### config.mk
export PLATFORM = sky130hd
export DESIGN_NAME = mux2_rr_arbiter
export DESIGN_NICKNAME = d
export VERILOG_FILES = /design/src/rtl/mux2_rr_arbiter.sv
export SDC_FILE = /design/constraint.sdc
export NUM_CORES = 1
export LEC_CHECK = 0
export ABC_AREA = 1
export CAP_MARGIN = 20
export CORE_ASPECT_RATIO = 2
export CORE_MARGIN = 8
export CORE_UTILIZATION = 45
export CTS_CLUSTER_DIAMETER = 60
export DETAILED_ROUTE_END_ITERATION = 6
export GPL_ROUTABILITY_DRIVEN = 1
export HOLD_SLACK_MARGIN = 0.15
export PLACE_DENSITY_LB_ADDON = 0.3
export SLEW_MARGIN = 20
export SYNTH_ARGS = -nofsm -noshare
export SYNTH_HDL_FRONTEND = slang
export SYNTH_SLANG_ARGS = --single-unit
### constraint.sdc
create_clock -name clk -period 5 [get_ports clk]
set_clock_uncertainty 0.2 [all_clocks]
set_input_delay 0.5 -clock clk [delete_from_list [all_inputs] [get_ports clk]]
set_output_delay 0.5 -clock clk [all_outputs]
set_load 0.02 [all_outputs]
### src/rtl/mux2_rr_arbiter.sv
// Two-requester round-robin arbiter feeding a one-entry registered output stage.
// Grants are held for up to MAX_BURST transfers while the other side waits.
module mux2_rr_arbiter #(
  parameter int WIDTH     = 16,
  parameter int MAX_BURST = 4
) (
  input  logic             clk,
  input  logic             reset,
  input  logic             valid_a,
  input  logic [WIDTH-1:0] data_a,
  output logic             ready_a,
  input  logic             valid_b,
  input  logic [WIDTH-1:0] data_b,
  output logic             ready_b,
  output logic             out_valid,
  input  logic             out_ready,
  output logic [WIDTH-1:0] out_data,
  output logic             sel,
  output logic             busy
);

  typedef enum logic [1:0] {
    IDLE  = 2'd0,
    GNT_A = 2'd1,
    GNT_B = 2'd2
  } state_t;

  localparam logic [4:0] LP_BURST = 5'(MAX_BURST);

  state_t           r_state;
  logic             r_ptr;
  logic [3:0]       r_cnt;
  logic             r_out_valid;
  logic [WIDTH-1:0] r_out_data;
  logic             r_sel;
  logic             r_busy;

  logic             w_space;
  logic             w_ready_a;
  logic             w_ready_b;
  logic             w_xfer;
  logic [4:0]       w_cnt_next;
  logic             w_burst_end;
  logic             w_own_valid;
  logic             w_oth_valid;
  logic             w_leaving_a;

  assign w_space     = !r_out_valid || out_ready;
  assign w_ready_a   = !reset && (r_state == GNT_A) && valid_a && w_space;
  assign w_ready_b   = !reset && (r_state == GNT_B) && valid_b && w_space;
  assign w_xfer      = w_ready_a || w_ready_b;
  assign w_cnt_next  = {1'b0, r_cnt} + {4'd0, w_xfer};
  assign w_burst_end = w_xfer && (w_cnt_next == LP_BURST);
  assign w_leaving_a = (r_state == GNT_A);

  // Requester valids seen from the granted side's point of view.
  always_comb begin
    w_own_valid = 1'b0;
    w_oth_valid = 1'b0;
    case (r_state)
      GNT_A: begin
        w_own_valid = valid_a;
        w_oth_valid = valid_b;
      end
      GNT_B: begin
        w_own_valid = valid_b;
        w_oth_valid = valid_a;
      end
      default: begin
        w_own_valid = 1'b0;
        w_oth_valid = 1'b0;
      end
    endcase
  end

  // Grant FSM with pointer, burst counter and registered sel/busy.
  always_ff @(posedge clk) begin
    if (reset) begin
      r_state <= IDLE;
      r_ptr   <= 1'b0;
      r_cnt   <= 4'd0;
      r_sel   <= 1'b0;
      r_busy  <= 1'b0;
    end else begin
      case (r_state)
        IDLE: begin
          r_cnt <= 4'd0;
          if (valid_a && (!valid_b || !r_ptr)) begin
            r_state <= GNT_A;
            r_sel   <= 1'b0;
            r_busy  <= 1'b1;
          end else if (valid_b) begin
            r_state <= GNT_B;
            r_sel   <= 1'b1;
            r_busy  <= 1'b1;
          end else begin
            r_state <= IDLE;
            r_busy  <= 1'b0;
          end
        end
        GNT_A, GNT_B: begin
          if (w_oth_valid && (!w_own_valid || w_burst_end)) begin
            r_state <= w_leaving_a ? GNT_B : GNT_A;
            r_sel   <= w_leaving_a;
            r_ptr   <= w_leaving_a;
            r_cnt   <= 4'd0;
            r_busy  <= 1'b1;
          end else if (!w_own_valid && !w_oth_valid) begin
            r_state <= IDLE;
            r_ptr   <= w_leaving_a;
            r_cnt   <= 4'd0;
            r_busy  <= 1'b0;
          end else if (w_burst_end) begin
            // Burst limit hit with no competitor: restart the count, keep the grant.
            r_cnt <= 4'd0;
          end else begin
            r_cnt <= w_cnt_next[3:0];
          end
        end
        default: begin
          r_state <= IDLE;
          r_cnt   <= 4'd0;
          r_busy  <= 1'b0;
        end
      endcase
    end
  end

  // One-entry output register; a load wins over a simultaneous consume.
  always_ff @(posedge clk) begin
    if (reset) begin
      r_out_valid <= 1'b0;
      r_out_data  <= '0;
    end else if (w_ready_a) begin
      r_out_valid <= 1'b1;
      r_out_data  <= data_a;
    end else if (w_ready_b) begin
      r_out_valid <= 1'b1;
      r_out_data  <= data_b;
    end else if (out_ready) begin
      r_out_valid <= 1'b0;
    end else begin
      r_out_valid <= r_out_valid;
    end
  end

  assign ready_a   = w_ready_a;
  assign ready_b   = w_ready_b;
  assign out_valid = r_out_valid;
  assign out_data  = r_out_data;
  assign sel       = r_sel;
  assign busy      = r_busy;

endmodule

==> results.md, run 1 <==
Drt:
- The pre-antenna-repair detailed-routing pass consisted of 4 iterations.
- The number of vias per cell is 5.30.
- For this block, the via count after detailed routing is 1432.
- The count of nets left with antenna violations once routing finished came out at 0.
- The total detailed-routing wirelength is 3620 µm.
- In this run, the number of DRC markers left after iteration 0 of detailed routing was 34.
- The DRC violation count after routing is 0.
- The routed wire length per instance is 13.4 µm.

Worst setup path:
- At the worst endpoint, the arrival time is 3480 ps.
- STA classifies the critical path endpoint as a flip-flop.
- At the worst endpoint, the required time is 4980 ps.
- The category of the critical setup timing path is in -> reg.
- Measured in cells, the most critical reg-to-reg path has a length of 18.
- The worst register-to-register path ends at sel$_SDFFE_PP0P_.
- The highest net fanout along the worst path is 20.
- The source of the worst register-to-register timing path is r_state[1]$_SDFFE_PP0P_.
- The worst setup path is launched from an input port.
- The setup check on the worst reg-to-reg path leaves a slack of 1820 ps.

Clock network:
- Hold repair after CTS inserted 0 buffers.
- The post-CTS resize count is 0.
- The clock passes through at most 2 buffers.
- The clock buffer count from CTS is 3.
- Clock tree synthesis found a total of 26 sinks.
- The buffers inserted during post-CTS setup optimization is 0.
- At the later pin of the worst-skew pair, clock insertion delay measures 280 ps.
- The CTS tree is built.
- The clock edge transition at the registers on the reported setup and hold paths is 90 ps.
- The count of H-tree levels built during CTS is 1.
- In this run the clock root is driven by a sky130_fd_sc_hd__clkbuf_8.

Timing:
- In this run the tightest slew margin relative to its limit is 59.6%.
- Setup repair after global routing left no endpoint under its margin.
- The post-route fraction of the period consumed by the critical path is 70.1%.
- The achievable frequency is 0.285 GHz.
- The clock period minus worst slack is 3510 ps.
- The number of hold violations in the final report is 0.
- The setup TNS is 0 ps.
- The number of pins exceeding their max-slew limit in the final report is 0.
- Setup violations remaining at the end of the flow were counted as 0.
- For the pin with the worst max-slew slack, the measured transition is 606 ps.

Synthesis:
- The post-synthesis instance area is 1330 µm².
- In the post-synthesis netlist, the biggest area contributors are sky130_fd_sc_hd__dfxtp_1, sky130_fd_sc_hd__o21ai_0, sky130_fd_sc_hd__nand3_1, sky130_fd_sc_hd__nand2_1, sky130_fd_sc_hd__nor2_1.
- After synthesis the netlist holds a flip-flop and latch count of 26.
- Synthesis instantiated 21 different standard cells from the library.
- Synthesis handed over a netlist of 186 instances.
- Of the post-synthesis cell area, the dominant cell type holds 39.1%.
- Dividing the synthesized area by the synthesized cell count gives 7.15 µm².
- Synthesis produced a netlist with a net count of 229.
- For this run, the register share of the synthesized area comes to 39.1%.
- For this run, the number of Yosys warnings is 0.
- The top cell type by total area after synthesis is sky130_fd_sc_hd__dfxtp_1.

Layout:
- The fraction of final layout cells sized beyond drive strength 1 is 5.42%.
- The number of inserted diodes is 0.
- The total number of nets in the final design is 284.
- Measured on the finished design, the core utilization comes to 68.2%.
- The final cell count without fillers is 270.
- Relative to the synthesized area, the layout overhead comes to 47.2%.

Global routing:
- The global route total overflow is 0.
- Entering global routing, the biggest net connects 21 pins.
- Global routing used 15.0% of the available tracks across all layers.
- The via count of the first global-routing pass is 1464.
- The met1 global-route usage is 18.2%.
- The number of antenna violations at the first check in global routing is 0.
- The global-route wire length before repair is 6110 µm.
- In this run the most used layer during global routing was met2.
- For this run, global-route usage on met2 was measured as 23.5%.
- Global routing used 4.98% of the available met3 tracks.

Hold path:
- The number of cells traversed by the worst hold path is 2.
- For hold timing, the worst endpoint is busy$_SDFFE_PP0P_.
- The type of the most critical hold path is reg -> reg.
- The worst hold path begins at busy$_SDFFE_PP0P_.

Power and ir drop:
- After layout, the design draws a total of 533 µW.
- The worst-case IR drop observed on VDD is 0.240 mV.
- The leakage power summed over all cells is 0.789 nW.
- For this design the ratio of total power to cell area is 272 nW/µm².

Die:
- The floorplan die area is 5060 µm².
- The floorplan step set the die height to 92.9 µm.
- The area of the core is 2870 µm².
- The die is 54.4 µm wide.
- Row generation in the floorplan step produced 28 rows.
- In this run the count of I/O pins placed on the die edge is 58.
- For this configuration, the core starts out at a cell density of 46.3%.

Place:
- The number of placed instances, taps included is 266.
- Routability-driven placement finished with a final weighted congestion of 0.826.
- Detailed placement finished with a half-perimeter wire length of 2750 µm.
- Input and output buffers added on the ports amount to 57.

Run status:
- The flow ran to the end, and the final reports show no timing, DRC or antenna violations.

Flow run:
- The number of violations of the max-capacitance limit is 0.
-- layout make-up --
| class | instances | area (µm²) |
|---|---|---|
| Inverter | 21 | 78.8 |
| Clock buffer | 3 | 41.3 |
| Tap cell | 30 | 37.5 |
| Sequential cell | 26 | 520 |
| Fill cell | 271 | 915 |
| Multi-Input combinational cell | 132 | 679 |
| Timing Repair Buffer | 57 | 571 |
| Clock inverter | 1 | 30.0 |
-- sequential cells by signal, indices dropped and copies added, names as in the netlist --
signal	flops
out_data	16
r_cnt	4
r_state	2
busy	1
out_valid	1
r_ptr	1
sel	1
-- critical path, cell delays in order --
cell	delay [ps]
sky130_fd_sc_hd__clkdlybuf4s50_1	520
sky130_fd_sc_hd__inv_1	510
sky130_fd_sc_hd__nand3_1	200
sky130_fd_sc_hd__nand2_2	330
sky130_fd_sc_hd__ha_1	260
sky130_fd_sc_hd__ha_1	240
sky130_fd_sc_hd__inv_1	70
sky130_fd_sc_hd__nand2_1	50
sky130_fd_sc_hd__nor2_1	210
sky130_fd_sc_hd__nand3_1	110
sky130_fd_sc_hd__nand2_1	130
sky130_fd_sc_hd__nand2_1	90
sky130_fd_sc_hd__nand2_1	90
sky130_fd_sc_hd__nand3_1	70
sky130_fd_sc_hd__nand2_1	70
sky130_fd_sc_hd__nor2_1	50
-- through the flow --
stage	hold slack [ps]	setup WS, ps	area [µm²]
6_report	275	1490	1960
3_3_place_gp	262	1310	1890
2_1_floorplan	252	2230	1330
5_1_grt	309	1140	1960
4_1_cts	279	1520	1960
3_5_place_dp	266	1230	1890
-- where the power goes --
group | internal, mW | switching (mW) | leakage, nW
clock | 0.107 | 0.0689 | 0.0357
sequential | 0.221 | 0.00825 | 0.212
combinational | 0.0643 | 0.0632 | 0.541
total | 0.393 | 0.140 | 0.789
-- routing by layer --
layer  vias to the layer above  wire length (µm)
met5                         -                 0
li1                        722                 -
met1                       648              1520
met3                         4               366
met4                         0                48
met2                        58              1690
-- Yosys cell counts --
master                     count
sky130_fd_sc_hd__o21ai_0      31
sky130_fd_sc_hd__dfxtp_1      26
sky130_fd_sc_hd__nand2_1      26
sky130_fd_sc_hd__nand3_1      26
sky130_fd_sc_hd__nor2_1       24
sky130_fd_sc_hd__inv_1        18
sky130_fd_sc_hd__a21oi_1       8
sky130_fd_sc_hd__ha_1          6
sky130_fd_sc_hd__buf_6         3
sky130_fd_sc_hd__nand2_2       3
sky130_fd_sc_hd__buf_2         2
sky130_fd_sc_hd__clkbuf_1      2
sky130_fd_sc_hd__inv_2         2
sky130_fd_sc_hd__o21ai_1       2
sky130_fd_sc_hd__a21oi_2       1
sky130_fd_sc_hd__clkinv_1      1
sky130_fd_sc_hd__nand3_2       1
sky130_fd_sc_hd__nand4_1       1
sky130_fd_sc_hd__nand4_4       1
sky130_fd_sc_hd__o21a_1        1
sky130_fd_sc_hd__o21ai_2       1
-- worst max-delay path by stage --
stage,from,end,slack [ps],depth (start not counted)
6_report,reset,sel$_SDFFE_PP0P_,1490,16
5_1_grt,reset,sel$_SDFFE_PP0P_,1140,17
4_1_cts,reset,sel$_SDFFE_PP0P_,1520,16
3_5_place_dp,reset,sel$_SDFFE_PP0P_,1230,16
3_3_place_gp,reset,sel$_SDFFE_PP0P_,1310,16
2_1_floorplan,r_state[1]$_SDFFE_PP0P_,sel$_SDFFE_PP0P_,2230,20
-- placed cells by master, fill, tap and decap left out --
cell type                         Yosys  routed
sky130_fd_sc_hd__a21oi_1              8       8
sky130_fd_sc_hd__o21ai_0             31      31
sky130_fd_sc_hd__nand4_4              1       1
sky130_fd_sc_hd__nand2_2              3       3
sky130_fd_sc_hd__o21a_1               1       1
sky130_fd_sc_hd__ha_1                 6       6
sky130_fd_sc_hd__inv_1               18      18
sky130_fd_sc_hd__o21ai_2              1       1
sky130_fd_sc_hd__a21oi_2              1       1
sky130_fd_sc_hd__nand3_2              1       1
sky130_fd_sc_hd__dfxtp_1             26      26
sky130_fd_sc_hd__nand4_1              1       1
sky130_fd_sc_hd__clkdlybuf4s50_1      0      57
sky130_fd_sc_hd__nor2_1              24      24
sky130_fd_sc_hd__nand3_1             26      26
sky130_fd_sc_hd__inv_2                2       2
sky130_fd_sc_hd__nand2_1             26      26
sky130_fd_sc_hd__clkinv_1             1       1
sky130_fd_sc_hd__o21ai_1              2       2
sky130_fd_sc_hd__bufinv_16            0       1
sky130_fd_sc_hd__clkbuf_8             0       3
-- cells by family after synthesis --
family	count (synthesis)	share of synthesized area (%)
and+or+nand+nor	82	28.1
DFF	26	39.1
adders and majority gates	6	5.64
buffers and inverters	28	9.78
AOI/OAI and AO/OA	44	17.3
No activity file was read; power rests on OpenSTA's default activity.
==> run 2, diff against run 1 <==
CORE_UTILIZATION = 41   (was 45)
clock period = 3.45 ns   (was 5 ns; I/O delays follow)
==> run 2 against run 1 <==
  * Combinational power increased by 48%
  * Non-clock buffer count increased by 4
  * Sequential share of layout area fell by 0.20 points
  * Count of clock-buffer cells in the layout is 1 higher
  * Via count down 2.0%
  * Cell count is 1.9% higher
  * Final area is 0.77% higher
  * Clock power up 14%
  * Largest power group unchanged
==> results.md, run 2 (synthesized netlist as in run 1, its figures left out) <==
Global routing:
- The via count of the first global-routing pass was 1455 (-0.61%).
- The overall global routing resource usage is 14.7% (-0.26 points).
- The number of antenna violations at the first check in global routing came to 0 (unchanged).
- The global-route wire length before repair came to 6600 µm (+7.9%).
- The maximum number of pins on one net before global-route repair was 20 (-4.8%).
- The global route total overflow is 0 (unchanged).

Worst setup path:
- The highest net fanout along the worst path came to 10 (-50%).
- The data arrival time of the worst path was 2780 ps (-700 ps).
- The cell depth of the worst flop-to-flop path is 18 (unchanged).
- In this run the critical register-to-register path is captured at sel$_SDFFE_PP0P_.
- The endpoint required time on the critical path is 3430 ps (-1550 ps).
- STA classifies the critical path startpoint as an input port.
- The worst-case register-to-register setup slack is 700 ps (-1120 ps).
- The critical path is of the in -> reg type.
- The source of the worst register-to-register timing path is r_state[0]$_SDFFE_PP0P_.
- STA classifies the critical path endpoint as a flip-flop.

Clock network:
- The count of H-tree levels built during CTS was 1 (unchanged).
- The number of buffers on the longest clock path is 2 (unchanged).
- The post-CTS resize count came to 0 (unchanged).
- The clock buffer count from CTS was 3 (unchanged).
- TritonCTS built the clock tree.
- The latest clock arrival within the worst-skew pair is 270 ps (about the same).
- The clock edge transition at the registers on the reported setup and hold paths is 90 ps (about the same).
- The count of clock tree sinks is 26 (unchanged).
- The hold buffer count at cts is 0 (unchanged).
- The buffers inserted during post-CTS setup optimization is 0 (unchanged).
- The cell at the root of the clock tree is sky130_fd_sc_hd__clkbuf_8.

Drt:
- The remaining antenna violation count after routing was 0 (unchanged).
- The via count of the routed design is 1403 (-2.0%).
- The first-pass iteration count of the detailed router is 6 (+2).
- The total detailed-routing wirelength was 3970 µm (+9.8%).
- The initial detailed-routing violation count came to 20 (-41%).
- The number of vias per cell is 5.10 (-3.8%).
- The routed wire length per instance was 14.5 µm (+7.8%).
- The DRC violation count after routing is 0 (unchanged).

Layout:
- Leaving out fill and tap cells, the most frequent cell in the layout is sky130_fd_sc_hd__clkdlybuf4s50_1.
- The number of inserted diodes was 0 (unchanged).
- The total number of nets in the final design is 288 (+1.4%).
- The fraction of final layout cells sized beyond drive strength 1 came to 6.97% (+1.6 points).
- The number of flip-flops under the largest register name is 16 (unchanged).
- The final cell count without fillers came to 275 (+1.9%).
- The layout overhead on the synthesized area is 48.4%.
- In the layout the commonest cells are sky130_fd_sc_hd__clkdlybuf4s50_1, sky130_fd_sc_hd__o21ai_0, sky130_fd_sc_hd__nand2_1, sky130_fd_sc_hd__nand3_1, sky130_fd_sc_hd__dfxtp_1.
- The share of the core filled with cells in the final layout is 63.2% (-4.9 points).

Die:
- The floorplan die area is 5430 µm² (+7.4%).
- The height of the die is 96.5 µm (+3.9%).
- The I/O pin count is 58 (unchanged).
- The initial core utilization is 42.6% (-3.7 points).
- The overall die width is 56.3 µm (+3.4%).
- The total number of placement rows is 29 (+3.6%).
- The area of the core came to 3120 µm² (+8.6%).

Run status:
- The flow ran to the end, and the final reports show no timing, DRC or antenna violations.

Power and ir drop:
- The leakage power summed over all cells is 0.802 nW (+1.6%).
- The power consumption came to 723 µW (+36%).
- The power density of the placed cells is 366 nW/µm² (+34%).
- The largest voltage drop on the vdd net is 0.311 mV (+30%).

Timing:
- The number of hold violations in the final report is 0 (unchanged).
- The transition at the pin with the smallest max-transition slack is 358 ps (-248 ps).
- The worst hold-check slack is 283 ps (+8.05 ps).
- The final count of negative-setup-slack endpoints came to 0 (unchanged).
- The post-route fraction of the period consumed by the critical path is 81.3%.
- Setup repair after global routing left no endpoint under its margin.
- The clock period minus worst slack is 2810 ps.
- The worst max-slew margin expressed relative to the limit is 76.1% (+17 points).
- The setup TNS is 0 ps (unchanged).
- The number of pins exceeding their max-slew limit in the final report was 0 (unchanged).
- Derived from the worst setup path, the maximum achievable clock frequency is 0.356 GHz.

Place:
- The final weighted congestion in routability-driven placement is 0.786 (-4.8%).
- The number of buffers added on ports is 57 (unchanged).
- The number of placed instances, taps included came to 271 (+1.9%).
- The half-perimeter wire length after detailed placement is 3140 µm (+14%).

Hold path:
- The number of cells traversed by the worst hold path is 2 (unchanged).
- The launch point of the worst hold path is out_data[1]$_SDFFE_PP0N_.
- The type of the most critical hold path is reg -> reg.
- The worst hold path terminates at out_data[1]$_SDFFE_PP0N_.

Flow run:
- The number of violations of the max-capacitance limit is 0 (unchanged).
run 2: through the flow:
step	instance area [µm²]	setup slack, ps
floorplan	1330	684
global placement	1920	464
finish	1970	645
global route	1970	359
CTS	1970	662
detailed placement	1920	399
run 2: cell type report:
class	instances	area, µm²
Fill cell	283	1150
Multi-Input combinational cell	132	679
Timing Repair Buffer	61	601
Sequential cell	26	520
Inverter	21	78.8
Clock buffer	4	55.1
Tap cell	31	38.8
run 2: per-layer routing:
metal | track usage, % | vias up | wire (µm)
met2 | 28.1 | 45 | 2170
met5 | 0 | - | 0
met4 | 5.65 | 0 | 80
li1 | - | 725 | -
met1 | 15.0 | 627 | 1530
met3 | 3.53 | 6 | 198
run 2: how the worst max path moves through the flow:
stage,startpoint,endpoint,slack (ps),cells after the start
after floorplan,r_state[1]$_SDFFE_PP0P_,sel$_SDFFE_PP0P_,680,20
after global routing,reset,sel$_SDFFE_PP0P_,360,17
after detailed placement,reset,sel$_SDFFE_PP0P_,400,16
after CTS,reset,sel$_SDFFE_PP0P_,660,16
final,reset,sel$_SDFFE_PP0P_,640,16
after global placement,reset,sel$_SDFFE_PP0P_,460,16
run 2: power by group:
part | internal, mW | switching (mW)
Combinational | 0.0962 | 0.0937
Clock | 0.102 | 0.0977
Sequential | 0.321 | 0.0121
run 2: critical path: stages:
cell                              delay [ps]
sky130_fd_sc_hd__clkdlybuf4s50_1         560
sky130_fd_sc_hd__inv_1                   200
sky130_fd_sc_hd__nand3_1                 170
sky130_fd_sc_hd__nand2_2                  70
sky130_fd_sc_hd__ha_1                    220
sky130_fd_sc_hd__ha_1                    300
sky130_fd_sc_hd__inv_1                    70
sky130_fd_sc_hd__nand2_1                  50
sky130_fd_sc_hd__nor2_1                  210
sky130_fd_sc_hd__nand3_1                 110
sky130_fd_sc_hd__nand2_1                 120
sky130_fd_sc_hd__nand2_1                  90
sky130_fd_sc_hd__nand2_1                 100
sky130_fd_sc_hd__nand3_1                  70
sky130_fd_sc_hd__nand2_1                  60
sky130_fd_sc_hd__nor2_1                   40
==> run 3, diff against run 2 <==
clock period = 2.7 ns   (was 3.45 ns; I/O delays follow)
==> run 3 against run 2 <==
  * Critical endpoint is now r_state[0]$_SDFFE_PP0P_
  * Utilization up 1.9 points
  * Highest routed layer unchanged
  * First-iteration DRC count is 30% higher
  * Largest cell class unchanged
  * Global-route usage down 0.068 points
  * Non-clock buffer count grew 5
==> results.md, run 3 (synthesized netlist as in run 1, its figures left out) <==
Layout:
- The number of flip-flops under the largest register name is 16 (unchanged).
- The total number of nets in the final design is 293 (+1.7%).
- The summed area of non-filler cells in the final layout is 2030 µm² (+3.0%).
- Leaving out fill and tap cells, the most frequent cells in the layout are sky130_fd_sc_hd__clkdlybuf4s50_1, sky130_fd_sc_hd__o21ai_0, sky130_fd_sc_hd__nand3_1, sky130_fd_sc_hd__dfxtp_1, sky130_fd_sc_hd__nand2_1.
- The final cell count without fillers is 280 (+1.8%).
- The share of the core filled with cells in the final layout is 65.1% (+1.9 points).
- The fraction of final layout cells sized beyond drive strength 1 is 11.2% (+4.3 points).
- The number of inserted diodes came to 0 (unchanged).
- The most common cell after layout, fill and taps aside is sky130_fd_sc_hd__clkdlybuf4s50_1.
- The fill cell total of the finished layout was 268 (-5.3%).
- The layout overhead on the synthesized area is 52.8%.

Global routing:
- The global route total overflow was 0 (unchanged).
- The overall global routing resource usage is 14.7% (-0.068 points).
- The via count of the first global-routing pass is 1385 (-4.8%).
- The number of antenna violations at the first check in global routing is 0 (unchanged).
- The global-route wire length before repair came to 6620 µm (+0.32%).
- The maximum number of pins on one net before global-route repair came to 20 (unchanged).

Die:
- The area of the core came to 3120 µm² (unchanged).
- The I/O pin count is 58 (unchanged).
- The height of the die is 96.5 µm (unchanged).
- The floorplan die area is 5430 µm² (unchanged).
- The initial core utilization is 42.6% (unchanged).
- The overall die width was 56.3 µm (unchanged).
- The total number of placement rows is 29 (unchanged).

Timing:
- Setup repair after global routing left no endpoint under its margin.
- The final setup slack of the worst path is 233 ps (-412 ps).
- The final count of negative-setup-slack endpoints was 0 (unchanged).
- The setup TNS is 0 ps (unchanged).
- The number of pins exceeding their max-slew limit in the final report came to 0 (unchanged).
- The transition at the pin with the smallest max-transition slack came to 466 ps (+107 ps).
- The worst max-slew margin expressed relative to the limit is 69.0% (-7.2 points).
- The worst hold-check slack was 271 ps (-12.3 ps).
- The number of hold violations in the final report was 0 (unchanged).
- The achievable frequency is 0.405 GHz.
- Counting I/O delays and the setup requirement, the final critical path takes 2470 ps.
- The worst path uses 91.4% of the clock period.

Power and ir drop:
- The largest voltage drop on the vdd net is 0.287 mV (-7.9%).
- The leakage power summed over all cells is 0.823 nW (+2.6%).
- The power consumption is 927 µW (+28%).
- The power density of the placed cells is 456 nW/µm² (+24%).

Drt:
- The number of vias per cell is 5.07 (-0.67%).
- The total detailed-routing wirelength is 4030 µm (+1.5%).
- The first-pass iteration count of the detailed router was 4 (-2).
- The DRC violation count after routing is 0 (unchanged).
- The routed wire length per instance is 14.4 µm (-0.33%).
- The initial detailed-routing violation count was 26 (+30%).
- The via count of the routed design came to 1419 (+1.1%).
- The remaining antenna violation count after routing was 0 (unchanged).

Place:
- The post-placement setup slack is 24.2 ps (-374 ps).
- The final weighted congestion in routability-driven placement was 0.876 (+11%).
- The number of placed instances, taps included was 276 (+1.8%).
- The placed standard-cell area is 1960 µm² (+2.1%).
- The half-perimeter wire length after detailed placement was 3090 µm (-1.6%).
- The number of buffers added on ports came to 57 (unchanged).

Worst setup path:
- The data arrival time of the worst path is 2470 ps (-310 ps).
- The worst-case register-to-register setup slack was 230 ps (-470 ps).
- The capturing point of the worst reg2reg path is r_state[0]$_SDFFE_PP0P_.
- The source of the critical timing path is r_state[0]$_SDFFE_PP0P_.
- The end point of the critical path is r_state[0]$_SDFFE_PP0P_.
- The worst setup path is of the reg -> reg kind.
- STA classifies the critical path endpoint as a flip-flop.
- The endpoint required time on the critical path is 2700 ps (-730 ps).
- The highest net fanout along the worst path was 4 (-6).
- The source of the worst register-to-register timing path is r_state[0]$_SDFFE_PP0P_.
- The cell depth of the worst flop-to-flop path is 16 (-2).
- The worst setup path is launched from a flip-flop.

Hold path:
- The path class of the tightest hold or removal check is reg -> reg.

Clock network:
- The latest clock arrival within the worst-skew pair is 270 ps (about the same).
- CTS placed an instance of sky130_fd_sc_hd__clkbuf_8 at the clock tree root.
- The clock buffer count from CTS is 3 (unchanged).
- The count of clock tree sinks was 26 (unchanged).
- The count of H-tree levels built during CTS is 1 (unchanged).
- The post-CTS resize count came to 0 (unchanged).
- The clock edge transition at the registers on the reported setup and hold paths is 80 ps (about the same).
- The CTS tree is built.
- The buffers inserted during post-CTS setup optimization came to 0 (unchanged).
- The number of buffers on the longest clock path is 2 (unchanged).
- The hold buffer count at cts is 0 (unchanged).

Run status:
- The flow ran to the end, and the final reports show no timing, DRC or antenna violations.

Flow run:
- The number of violations of the max-capacitance limit is 0 (unchanged).
==> run 3: layout make-up <==
| cell class | count | area, µm² | area share [%] |
|---|---|---|---|
| inverter | 21 | 78.8 | 3.88 |
| sequential | 26 | 522 | 25.7 |
| clock buffer | 4 | 55.1 | 2.71 |
| tap | 31 | 38.8 | 1.91 |
| multi-input combinational | 132 | 699 | 34.4 |
| timing repair buffer | 66 | 638 | 31.4 |
==> run 3: how the worst min path moves through the flow <==
stage,start,slack (ps),to,cells past startpoint
2_1_floorplan,reset,140,busy$_SDFFE_PP0P_,1
3_3_place_gp,busy$_SDFFE_PP0P_,250,busy$_SDFFE_PP0P_,2
3_5_place_dp,busy$_SDFFE_PP0P_,250,busy$_SDFFE_PP0P_,2
4_1_cts,busy$_SDFFE_PP0P_,270,busy$_SDFFE_PP0P_,2
5_1_grt,out_data[1]$_SDFFE_PP0N_,300,out_data[1]$_SDFFE_PP0N_,2
6_report,busy$_SDFFE_PP0P_,270,busy$_SDFFE_PP0P_,2
==> run 3: layer usage <==
| layer | track usage, % | wire length (µm) |
|---|---|---|
| met5 | 0 | 0 |
| met4 | 5.04 | 46 |
| met3 | 3.80 | 284 |
| met2 | 26.9 | 2040 |
| met1 | 15.9 | 1660 |
==> run 3: power by group <==
| part | internal [mW] | switching, mW |
|---|---|---|
| Combinational | 0.129 | 0.124 |
| Clock | 0.130 | 0.118 |
| Sequential | 0.410 | 0.0145 |
==> run 3: worst max-delay path: stages, from the launching register on <==
cell                      delay [ps]
sky130_fd_sc_hd__dfxtp_2         360
sky130_fd_sc_hd__inv_1            60
sky130_fd_sc_hd__ha_1            210
sky130_fd_sc_hd__nand2_1          90
sky130_fd_sc_hd__inv_1            50
sky130_fd_sc_hd__nand3_1         100
sky130_fd_sc_hd__nand2_2          70
sky130_fd_sc_hd__ha_2            180
sky130_fd_sc_hd__ha_1            260
sky130_fd_sc_hd__inv_1            70
sky130_fd_sc_hd__nand2_1          60
sky130_fd_sc_hd__nor2_2          100
sky130_fd_sc_hd__buf_4           130
sky130_fd_sc_hd__nand4_4         110
sky130_fd_sc_hd__a21oi_4         160
sky130_fd_sc_hd__nand2_1          70
sky130_fd_sc_hd__a21oi_1         110
